File: config.mk
export PLATFORM = sky130hd
export DESIGN_NAME = seg_display_scanner_flat
export DESIGN_NICKNAME = d
export VERILOG_FILES = /design/src/rtl/seg_display_scanner_pkg.sv /design/src/rtl/seg_display_scanner_if.sv /design/src/rtl/seg_display_scanner_hex_seg_decode.sv /design/src/rtl/seg_display_scanner.sv /design/src/flat_wrapper.sv
export SDC_FILE = /design/constraint.sdc
export NUM_CORES = 1
export LEC_CHECK = 0
export ABC_AREA = 0
export BUFFER_PORTS_ARGS = -buffer_cell sky130_fd_sc_hd__buf_2
export CAP_MARGIN = 0
export CORE_MARGIN = 1.5
export CORE_UTILIZATION = 46
export DETAILED_ROUTE_END_ITERATION = 7
export MAX_ROUTING_LAYER = met4
export PLACE_DENSITY = 0.68
export SYNTH_ARGS = -nofsm -noshare
export SYNTH_HDL_FRONTEND = slang
export SYNTH_HIERARCHICAL = 1
export SYNTH_SLANG_ARGS = --single-unit
File: constraint.sdc
create_clock -name clk -period 4.7 [get_ports clk]
set_input_delay 0 -clock clk [delete_from_list [all_inputs] [get_ports clk]]
set_output_delay 0 -clock clk [all_outputs]
set_load 0.02 [all_outputs]
File: src/rtl/seg_display_scanner_pkg.sv
// Shared types and the hex-to-segment table for the 7-segment scanner.
// Patterns are active high, {a,b,c,d,e,f,g,dp} with a in bit 7.
package seg_display_pkg;

    typedef logic [7:0] seg_t;

    localparam seg_t SEG_OFF = 8'hFF;

    function automatic seg_t hex_pattern(input logic [3:0] d);
        seg_t p;
        case (d)
            4'h0:    p = 8'hFC;
            4'h1:    p = 8'h60;
            4'h2:    p = 8'hDA;
            4'h3:    p = 8'hF2;
            4'h4:    p = 8'h66;
            4'h5:    p = 8'hB6;
            4'h6:    p = 8'hBE;
            4'h7:    p = 8'hE0;
            4'h8:    p = 8'hFE;
            4'h9:    p = 8'hF6;
            4'hA:    p = 8'hEE;
            4'hB:    p = 8'h3E;
            4'hC:    p = 8'h9C;
            4'hD:    p = 8'h7A;
            4'hE:    p = 8'h9E;
            default: p = 8'h8E;
        endcase
        return p;
    endfunction

endpackage

File: src/rtl/seg_display_scanner_if.sv
// Data/load bus into the scanner and the display pin bundle out of it.
// master = register side driving the snapshot, slave = the scanner.
interface seg_display_scanner_if
    import seg_display_pkg::*;
#(
    parameter int NDIGITS = 8
);

    logic                   load;
    logic [4*NDIGITS-1:0]   value;
    logic [NDIGITS-1:0]     dp;
    logic [NDIGITS-1:0]     digit_en;
    logic                   lzs;
    logic [NDIGITS-1:0]     digitselect;
    seg_t                   segments;
    logic                   slot_tick;

    modport master (
        output load, value, dp, digit_en, lzs,
        input  digitselect, segments, slot_tick
    );

    modport slave (
        input  load, value, dp, digit_en, lzs,
        output digitselect, segments, slot_tick
    );

endinterface

File: src/rtl/seg_display_scanner_hex_seg_decode.sv
// One hex digit plus decimal point to active-low segment drive.
// Purely combinational; the scanner registers the result.
module hex_seg_decode
    import seg_display_pkg::*;
(
    input  logic [3:0] digit,
    input  logic       dp,
    output seg_t       seg
);

    assign seg = ~(hex_pattern(digit) | {7'b0, dp});

endmodule

File: src/rtl/seg_display_scanner.sv
// Time-multiplexed common-anode 7-segment driver with shadow snapshot,
// leading-zero suppression and a dark guard interval at each slot start.
module seg_display_scanner
    import seg_display_pkg::*;
#(
    parameter int NDIGITS       = 8,
    parameter int PRESCALE_BITS = 17,
    parameter int GUARD         = 4
) (
    input  logic                 clk,
    input  logic                 reset,
    seg_display_scanner_if.slave bus
);

    localparam int IW = $clog2(NDIGITS);
    localparam int VW = 4 * NDIGITS;
    localparam logic [IW-1:0] LAST = IW'(NDIGITS - 1);

    logic [PRESCALE_BITS-1:0] cnt;
    logic [IW-1:0]            idx;
    logic                     tick;
    logic                     in_guard;

    logic [VW-1:0]            val_q;
    logic [NDIGITS-1:0]       dp_q;
    logic [NDIGITS-1:0]       en_q;
    logic                     lzs_q;

    logic [NDIGITS-1:0]       supp;
    logic [3:0]               nib;
    logic                     cur_dp;
    logic                     cur_en;
    logic                     cur_supp;
    seg_t                     dec_seg;

    logic [NDIGITS-1:0]       sel_d;
    seg_t                     seg_d;
    logic [NDIGITS-1:0]       sel_q;
    seg_t                     seg_q;
    logic                     tick_q;

    assign tick = &cnt;

    if (GUARD == 0) begin : g_noguard
        assign in_guard = 1'b0;
    end else begin : g_guard
        assign in_guard = cnt < PRESCALE_BITS'(GUARD);
    end

    // A digit is blank when it and everything left of it is zero with no dp.
    always_comb begin
        logic run;
        supp = '0;
        run  = 1'b1;
        for (int i = NDIGITS - 1; i >= 0; i--) begin
            run     = run && (val_q[4*i +: 4] == 4'h0) && !dp_q[i];
            supp[i] = run && lzs_q && (i != 0);
        end
    end

    always_comb begin
        nib      = '0;
        cur_dp   = 1'b0;
        cur_en   = 1'b0;
        cur_supp = 1'b0;
        for (int i = 0; i < NDIGITS; i++) begin
            if (idx == IW'(i)) begin
                nib      = val_q[4*i +: 4];
                cur_dp   = dp_q[i];
                cur_en   = en_q[i];
                cur_supp = supp[i];
            end
        end
    end

    hex_seg_decode u_dec (
        .digit (nib),
        .dp    (cur_dp),
        .seg   (dec_seg)
    );

    // Blank digits keep their anode on so every slot draws the same timing.
    always_comb begin
        sel_d = '1;
        seg_d = SEG_OFF;
        if (!in_guard) begin
            sel_d = ~(NDIGITS'(1) << idx);
            if (cur_en && !cur_supp)
                seg_d = dec_seg;
        end
    end

    always_ff @(posedge clk) begin
        if (reset) begin
            cnt    <= '0;
            idx    <= '0;
            val_q  <= '0;
            dp_q   <= '0;
            en_q   <= '0;
            lzs_q  <= 1'b0;
            sel_q  <= '1;
            seg_q  <= SEG_OFF;
            tick_q <= 1'b0;
        end else begin
            cnt    <= cnt + 1'b1;
            tick_q <= tick;
            sel_q  <= sel_d;
            seg_q  <= seg_d;
            if (tick)
                idx <= (idx == LAST) ? '0 : idx + 1'b1;
            if (bus.load) begin
                val_q <= bus.value;
                dp_q  <= bus.dp;
                en_q  <= bus.digit_en;
                lzs_q <= bus.lzs;
            end
        end
    end

    assign bus.digitselect = sel_q;
    assign bus.segments    = seg_q;
    assign bus.slot_tick   = tick_q;

endmodule
File: src/flat_wrapper.sv
// flat-port wrapper written by rule: the top's interface ports become plain ports
module seg_display_scanner_flat import seg_display_pkg::*;
#(
    parameter int NDIGITS       = 8,
    parameter int PRESCALE_BITS = 17,
    parameter int GUARD         = 4
)
  (clk, reset, bus_load, bus_value, bus_dp, bus_digit_en, bus_lzs, bus_digitselect, bus_segments, bus_slot_tick);
  seg_display_scanner_if #(.NDIGITS(NDIGITS)) bus_i ();
  input  logic clk;
  input  logic reset;
  input wire logic [$bits(bus_i.load)-1:0] bus_load;
  input wire logic [$bits(bus_i.value)-1:0] bus_value;
  input wire logic [$bits(bus_i.dp)-1:0] bus_dp;
  input wire logic [$bits(bus_i.digit_en)-1:0] bus_digit_en;
  input wire logic [$bits(bus_i.lzs)-1:0] bus_lzs;
  output wire logic [$bits(bus_i.digitselect)-1:0] bus_digitselect;
  output wire logic [$bits(bus_i.segments)-1:0] bus_segments;
  output wire logic [$bits(bus_i.slot_tick)-1:0] bus_slot_tick;
  assign bus_i.load = bus_load;
  assign bus_i.value = bus_value;
  assign bus_i.dp = bus_dp;
  assign bus_i.digit_en = bus_digit_en;
  assign bus_i.lzs = bus_lzs;
  assign bus_digitselect = bus_i.digitselect;
  assign bus_segments = bus_i.segments;
  assign bus_slot_tick = bus_i.slot_tick;
  seg_display_scanner #(.NDIGITS(NDIGITS), .PRESCALE_BITS(PRESCALE_BITS), .GUARD(GUARD)) u_core (.clk(clk), .reset(reset), .bus(bus_i));
endmodule
==> results.py, run 1 <==
metrics = {
    "place": {
        "portBuffers": 68,
        "dpl.hpwl_um": 6420,
        "dpl.cell_count": 596,
        "place.gp.congestion": 0.969,
    },
    "worst_hold_path": {
        "hp-start": "reset",
        "hold_depth": 3,
        "min_to": "u_core/cnt[0]",
        "min_path_type": "input pin to flop",
    },
    "cts": {
        "path_clk_slew_ns": 0.08,
        "cts_buffer_depth": 2,
        "cts_tree": "yes",
        "htree_levels": 3,
        "clock_sinks": 86,
        "clk_latency_ns": 0.37,
        "cts_root_buf": "clkbuf_8",
        "numCtsBuffers": 9,
        "post_cts_resized": 0,
    },
    "synth": {
        "yosys-top-cells-area": "dfxtp_1 (43%), mux2i_1 (13%), nor2_1 (8.0%)",
        "synth_cell_type_count": 49,
        "yosysSeqAreaShare_pct": 43.4,
        "synth_edf_count": 0,
        "syn_inst": 446,
        "avgSynthCellArea_um2": 8.89,
        "ys.flop_type": "dfxtp_1",
        "syn_area_um2": 3970,
        "synth_top_cell_by_area": "dfxtp_1",
        "yosysWarnings": 6,
        "synth-seq-cells": 86,
        "syn_nets": 512,
        "ys_async_sr_fraction_pct": 0,
        "yosysTopAreaCellShare_pct": 43.4,
    },
    "sta": {
        "worstMarginPinSlew_ns": 0.818,
        "rsz0062_at_grt": "false",
        "skew_ns": 0.00982,
        "hold_violations": 0,
        "fin_crit_ns": 3.63,
        "finalSetupViolations": 0,
        "fin_setup_tns_ns": 0,
        "fin_crit_sh_pct": 77.3,
        "fmax_mhz": 275,
        "slew_viol_final": 0,
        "maxSlewHeadroom_pct": 45.5,
    },
    "floorplanning": {
        "fp.dieW_um": 95.8,
        "initial_core_util_pct": 47.8,
        "die_h_um": 95.8,
        "die_area_um2": 9190,
        "coreArea_um2": 8300,
        "io_pins": 69,
        "std_cell_rows": 33,
    },
    "global_route": {
        "antenna_found_initial": 0,
        "grt_start_max_net_pins": 72,
        "grt_pass1_wl_um": 15200,
        "grt-ovfl-total": 0,
        "grt_pass1_vias": 3299,
        "grt_usage_pct": 22.5,
    },
    "final_layout": {
        "num-nets-final": 617,
        "area_delta_synth_final_pct": 27.4,
        "layout-drive-gt1-share_pct": 17.1,
        "n_fill_cell": 719,
        "diodes": 0,
        "fin_util_pct": 60.9,
        "fin_cells": 661,
    },
    "detailed_routing": {
        "vias_per_cell": 5.19,
        "drt-wirelength-per-cell_um": 14.4,
        "drtIter0Drc": 158,
        "routed_wl_um": 9530,
        "post-route-drc-count": 0,
        "route.vias.total": 3431,
        "antenna_left": 0,
        "first_pass_iters": 4,
    },
    "setup_path": {
        "startpoint_type": "flop",
        "r2r-end": "u_core/bus.segments[4]",
        "cp.arrival_ns": 3.87,
        "r2r_cells": 11,
        "r2r-start": "u_core/idx[0]",
        "crit_required_ns": 4.94,
        "endpoint_kind": "flop",
        "worstSetupPathType": "flop to flop",
        "worst-path-max-fanout": 9,
        "r2r_slack_ns": 1.07,
    },
    "power_and_ir_drop": {
        "power.leakage_nw": 2.13,
        "powerDensity_nw_per_um2": 296,
        "ir_drop_mv": 0.187,
    },
    "flow_run": {
        "maxCapViolations": 0,
    },
    "status": {
        "outcome": "completed",
    },
}
## Yosys cell counts (all sizes together) (4+ instances only)
library cell	count
nor3	7
xor2	6
xnor2	5
o311a	5
o21ai	10
and2	4
nand3	9
inv	9
dfxtp	86
nand3b	10
mux2i	52
o31ai	6
a221oi	5
buf	9
nand2	40
nor4	8
clkbuf	19
a21oi	13
ha	14
nor2	85
nor2b	13
## layer usage
layer	vias to the layer above	wire length [um]	track usage, %
met3	18	369	4.90
met4	0	202	10.7
met5	-	0	-
met2	73	4500	35.6
li1	1749	-	-
met1	1591	4460	27.3
## stage by stage
| step | power, mW | setup WS (ns) | hold slack, ns | cell area, um^2 |
|---|---|---|---|---|
| after floorplan | 0.889 | 1.43 | 0.147 | 3970 |
| after global placement | 0.934 | 1.36 | 0.232 | 4350 |
| after detailed placement | 0.938 | 1.13 | 0.243 | 4350 |
| after CTS | 1.51 | 1.13 | 0.263 | 5050 |
| after global routing | 1.56 | 0.777 | 0.302 | 5050 |
| final | 1.49 | 1.07 | 0.266 | 5050 |
## worst max-delay path by stage
| stage | from | end | slack, ns | cells after the start |
|---|---|---|---|---|
| after floorplan | u_core/idx[2] | u_core/bus.segments[4] | 1.43 | 13 |
| after global placement | u_core/idx[0] | u_core/bus.segments[4] | 1.36 | 11 |
| after detailed placement | u_core/idx[0] | u_core/bus.segments[4] | 1.13 | 11 |
| after CTS | u_core/idx[0] | u_core/bus.segments[4] | 1.13 | 11 |
| after global routing | u_core/idx[0] | u_core/bus.segments[4] | 0.78 | 11 |
| final | u_core/idx[0] | u_core/bus.segments[4] | 1.07 | 11 |
## power breakdown
part	internal (mW)	total [mW]	leakage, nW	switching, mW
clock network	0.273	0.540	0.0976	0.266
registers	0.756	0.782	0.704	0.0258
logic	0.0977	0.172	1.33	0.0748
total	1.13	1.49	2.13	0.367
## layout by cell type (no fill, tap or decap), types with 2 or more instances in the layout
cell and count:
xnor2_1 5, clkinvlp_4 3, nand4_1 2, nand3_1 9, dlygate4sd3_1 49, inv_1 9
nor4_1 7, xor2_1 6, buf_4 5, mux2i_1 52, a311o_1 2, nor2_1 84
nand3b_1 10, or3_1 3, clkbuf_8 11, o311a_1 5, dfxtp_1 86, a22o_1 2
and3_1 2, o31ai_1 6, or4_1 2, nand2_1 40, buf_2 68, ha_1 14
a31oi_1 3, nor2b_1 13, a21oi_1 12, o21ai_0 3, nor3_1 7, and2_1 4
nand2b_1 2, o21ai_1 7, a221oi_1 5
## logic make-up (layout without fill, tap and decap cells)
logic type	count (synthesis)	in the layout	share of synthesized area [%]
compound gates	54	54	9.53
xor+xnor	11	11	2.43
fa+ha+maj	14	14	4.42
buf+inv	37	147	3.91
flops	86	86	43.4
mux	53	53	13.7
simple gates	191	191	22.6
## registers in the layout, summed over array words and instances, names as in the netlist
signal and flops:
u_core/dp_q 8, u_core/lzs_q 1, u_core/idx 3, u_core/bus.slot_tick 1
u_core/bus.digitselect 8, u_core/bus.segments 8, u_core/en_q 8, u_core/val_q 32
u_core/cnt 17
## area by class of cell
type | count | area (um^2) | share of cell area [%]
clock buffer | 11 | 151 | 3.00
clock inverter | 5 | 57.6 | 1.14
inverter | 9 | 33.8 | 0.669
multi-input combinational | 323 | 2090 | 41.3
sequential | 86 | 1720 | 34.1
tap | 105 | 131 | 2.60
timing repair buffer | 122 | 868 | 17.2
## critical path: stages, from the launching register on
cell and delay (ns):
dfxtp_1 0.35, inv_1 0.09, ha_1 0.31, nor2b_1 0.39, a221oi_1 0.17, o311a_1 0.39
o31ai_1 0.58, inv_1 0.22, ha_1 0.36, inv_1 0.06, mux4_2 0.43, nand3b_1 0.16
## timing repair
item                                   4_1_cts  5_1_grt
buffers inserted                             0        0
endpoints found under the hold margin       49        0
hold buffers                                49        0
(Power assumes the default switching activity.)
==> inputs of run 2 (changes only) <==
Clock period 4.7 ns to 3.75 ns, I/O delays scaled along.
==> results.py, run 2 (same netlist as run 1, synthesis figures left out) <==
metrics = {
    "power_and_ir_drop": {
        "power.leakage_nw": 2.15,
        "p_total_mw": 1.84,
        "ir_drop_mv": 0.226,
        "powerDensity_nw_per_um2": 364,
    },
    "floorplanning": {
        "die_area_um2": 9190,
        "initial_core_util_pct": 47.8,
        "die_h_um": 95.8,
        "fp.dieW_um": 95.8,
        "io_pins": 69,
        "coreArea_um2": 8300,
        "std_cell_rows": 33,
    },
    "final_layout": {
        "num-nets-final": 620,
        "multi_input_comb_area_um2": 2090,
        "final_cell_mix": "dfxtp_1 (86), nor2_1 (84), buf_2 (68)",
        "layout-drive-gt1-share_pct": 17.4,
        "largestRegisters": "u_core/val_q (32), u_core/cnt (17)",
        "regArea_um2": 1720,
        "diodes": 0,
        "layout_commonest_cell": "dfxtp_1",
        "largest_reg_flops": 32,
        "top_register": "u_core/val_q",
        "area_delta_synth_final_pct": 27.8,
        "n_fill_cell": 718,
    },
    "worst_hold_path": {
        "hold_depth": 4,
        "min_path_type": "input pin to flop",
    },
    "global_route": {
        "grt_pass1_wl_um": 15100,
        "grt-ovfl-total": 0,
        "antenna_found_initial": 0,
        "grt_pass1_vias": 3271,
        "grt_usage_pct": 22.1,
        "grt_start_max_net_pins": 71,
    },
    "sta": {
        "maxSlewHeadroom_pct": 44.6,
        "skew_ns": 0.00759,
        "finalSetupViolations": 0,
        "rsz0062_at_grt": "false",
        "slew_viol_final": 0,
        "fin_crit_ns": 3.28,
        "fin_crit_sh_pct": 87.6,
        "fmax_mhz": 304,
        "worstMarginPinSlew_ns": 0.830,
        "hold_violations": 0,
        "fin_setup_tns_ns": 0,
    },
    "detailed_routing": {
        "route.vias.total": 3420,
        "antenna_left": 0,
        "vias_per_cell": 5.15,
        "routed_wl_um": 9300,
        "drt-wirelength-per-cell_um": 14.0,
        "drtIter0Drc": 150,
        "first_pass_iters": 5,
        "post-route-drc-count": 0,
    },
    "setup_path": {
        "worstSetupPathType": "flop to flop",
        "worst-path-max-fanout": 9,
        "cp.arrival_ns": 3.51,
        "endpoint_kind": "flop",
        "startpoint_type": "flop",
        "r2r_cells": 12,
        "crit_required_ns": 3.97,
    },
    "cts": {
        "htree_levels": 3,
        "numCtsBuffers": 9,
        "post_cts_resized": 0,
        "cts_tree": "yes",
        "clock_sinks": 86,
        "path_clk_slew_ns": 0.08,
        "cts_buffer_depth": 2,
        "cts_root_buf": "clkbuf_8",
        "clk_latency_ns": 0.34,
    },
    "flow_run": {
        "maxCapViolations": 0,
    },
    "place": {
        "place.gp.congestion": 0.935,
        "portBuffers": 68,
        "dpl.hpwl_um": 6380,
    },
    "status": {
        "outcome": "completed",
    },
}
run 2: what timing repair did:
action / in CTS / in global routing
setup buffers: 0 / 0
hold buffers: 49 / 0
hold endpoints to repair: 49 / 0
run 2: final timing paths:
path,from,end,slack (ns)
worst min register to register,u_core/cnt[0],u_core/cnt[0],0.45
worst max-delay path,u_core/idx[0],u_core/bus.segments[4],0.47
worst min-delay path,reset,u_core/bus.digitselect[4],0.05
worst max register to register,u_core/idx[0],u_core/bus.segments[4],0.47
run 2: per-layer routing:
layer | vias up | track usage (%) | routed length [um] | share of wire [%]
li1 | 1760 | - | - | -
met1 | 1577 | 27.9 | 4380 | 47
met2 | 74 | 35.6 | 4440 | 48
met3 | 9 | 4.34 | 366 | 3.9
met4 | 0 | 6.74 | 112 | 1.2
met5 | - | - | 0 | 0
run 2: worst max-delay path: stages, from the launching register on:
cell and delay (ns):
dfxtp_1 0.36, inv_1 0.10, ha_1 0.33, nor2b_1 0.38, a221oi_1 0.17, o311a_1 0.38
o31ai_1 0.25, buf_4 0.18, inv_1 0.08, ha_1 0.29, inv_1 0.05, mux4_2 0.43
nand3b_1 0.15
run 2: cell type report:
cell class	count	share of cell area (%)
multi-input cells	323	41.2
repair buffers	125	17.6
well taps	105	2.59
clock inverters	4	0.889
inverters	9	0.667
flip-flops and latches	86	34.0
clock buffers	12	3.06
run 2: report_power, final:
part | leakage (nW) | internal, mW | total, mW | switching, mW
registers | 0.704 | 0.948 | 0.978 | 0.0308
logic | 1.34 | 0.124 | 0.217 | 0.0935
clock network | 0.106 | 0.341 | 0.647 | 0.306
total | 2.15 | 1.41 | 1.84 | 0.430
run 2: per-stage QoR:
step                setup slack (ns)  instances  hold slack, ns  utilization [%]  area, um^2
CTS                            0.494        664          0.0352             61.0        5070
finish                         0.465        664          0.0497             61.0        5070
global placement               0.674        599           0.233             52.7        4380
global route                   0.242        664          0.0621             61.0        5070
detailed placement             0.501        599           0.240             52.7        4380
floorplan                      0.481        446           0.147                -        3970
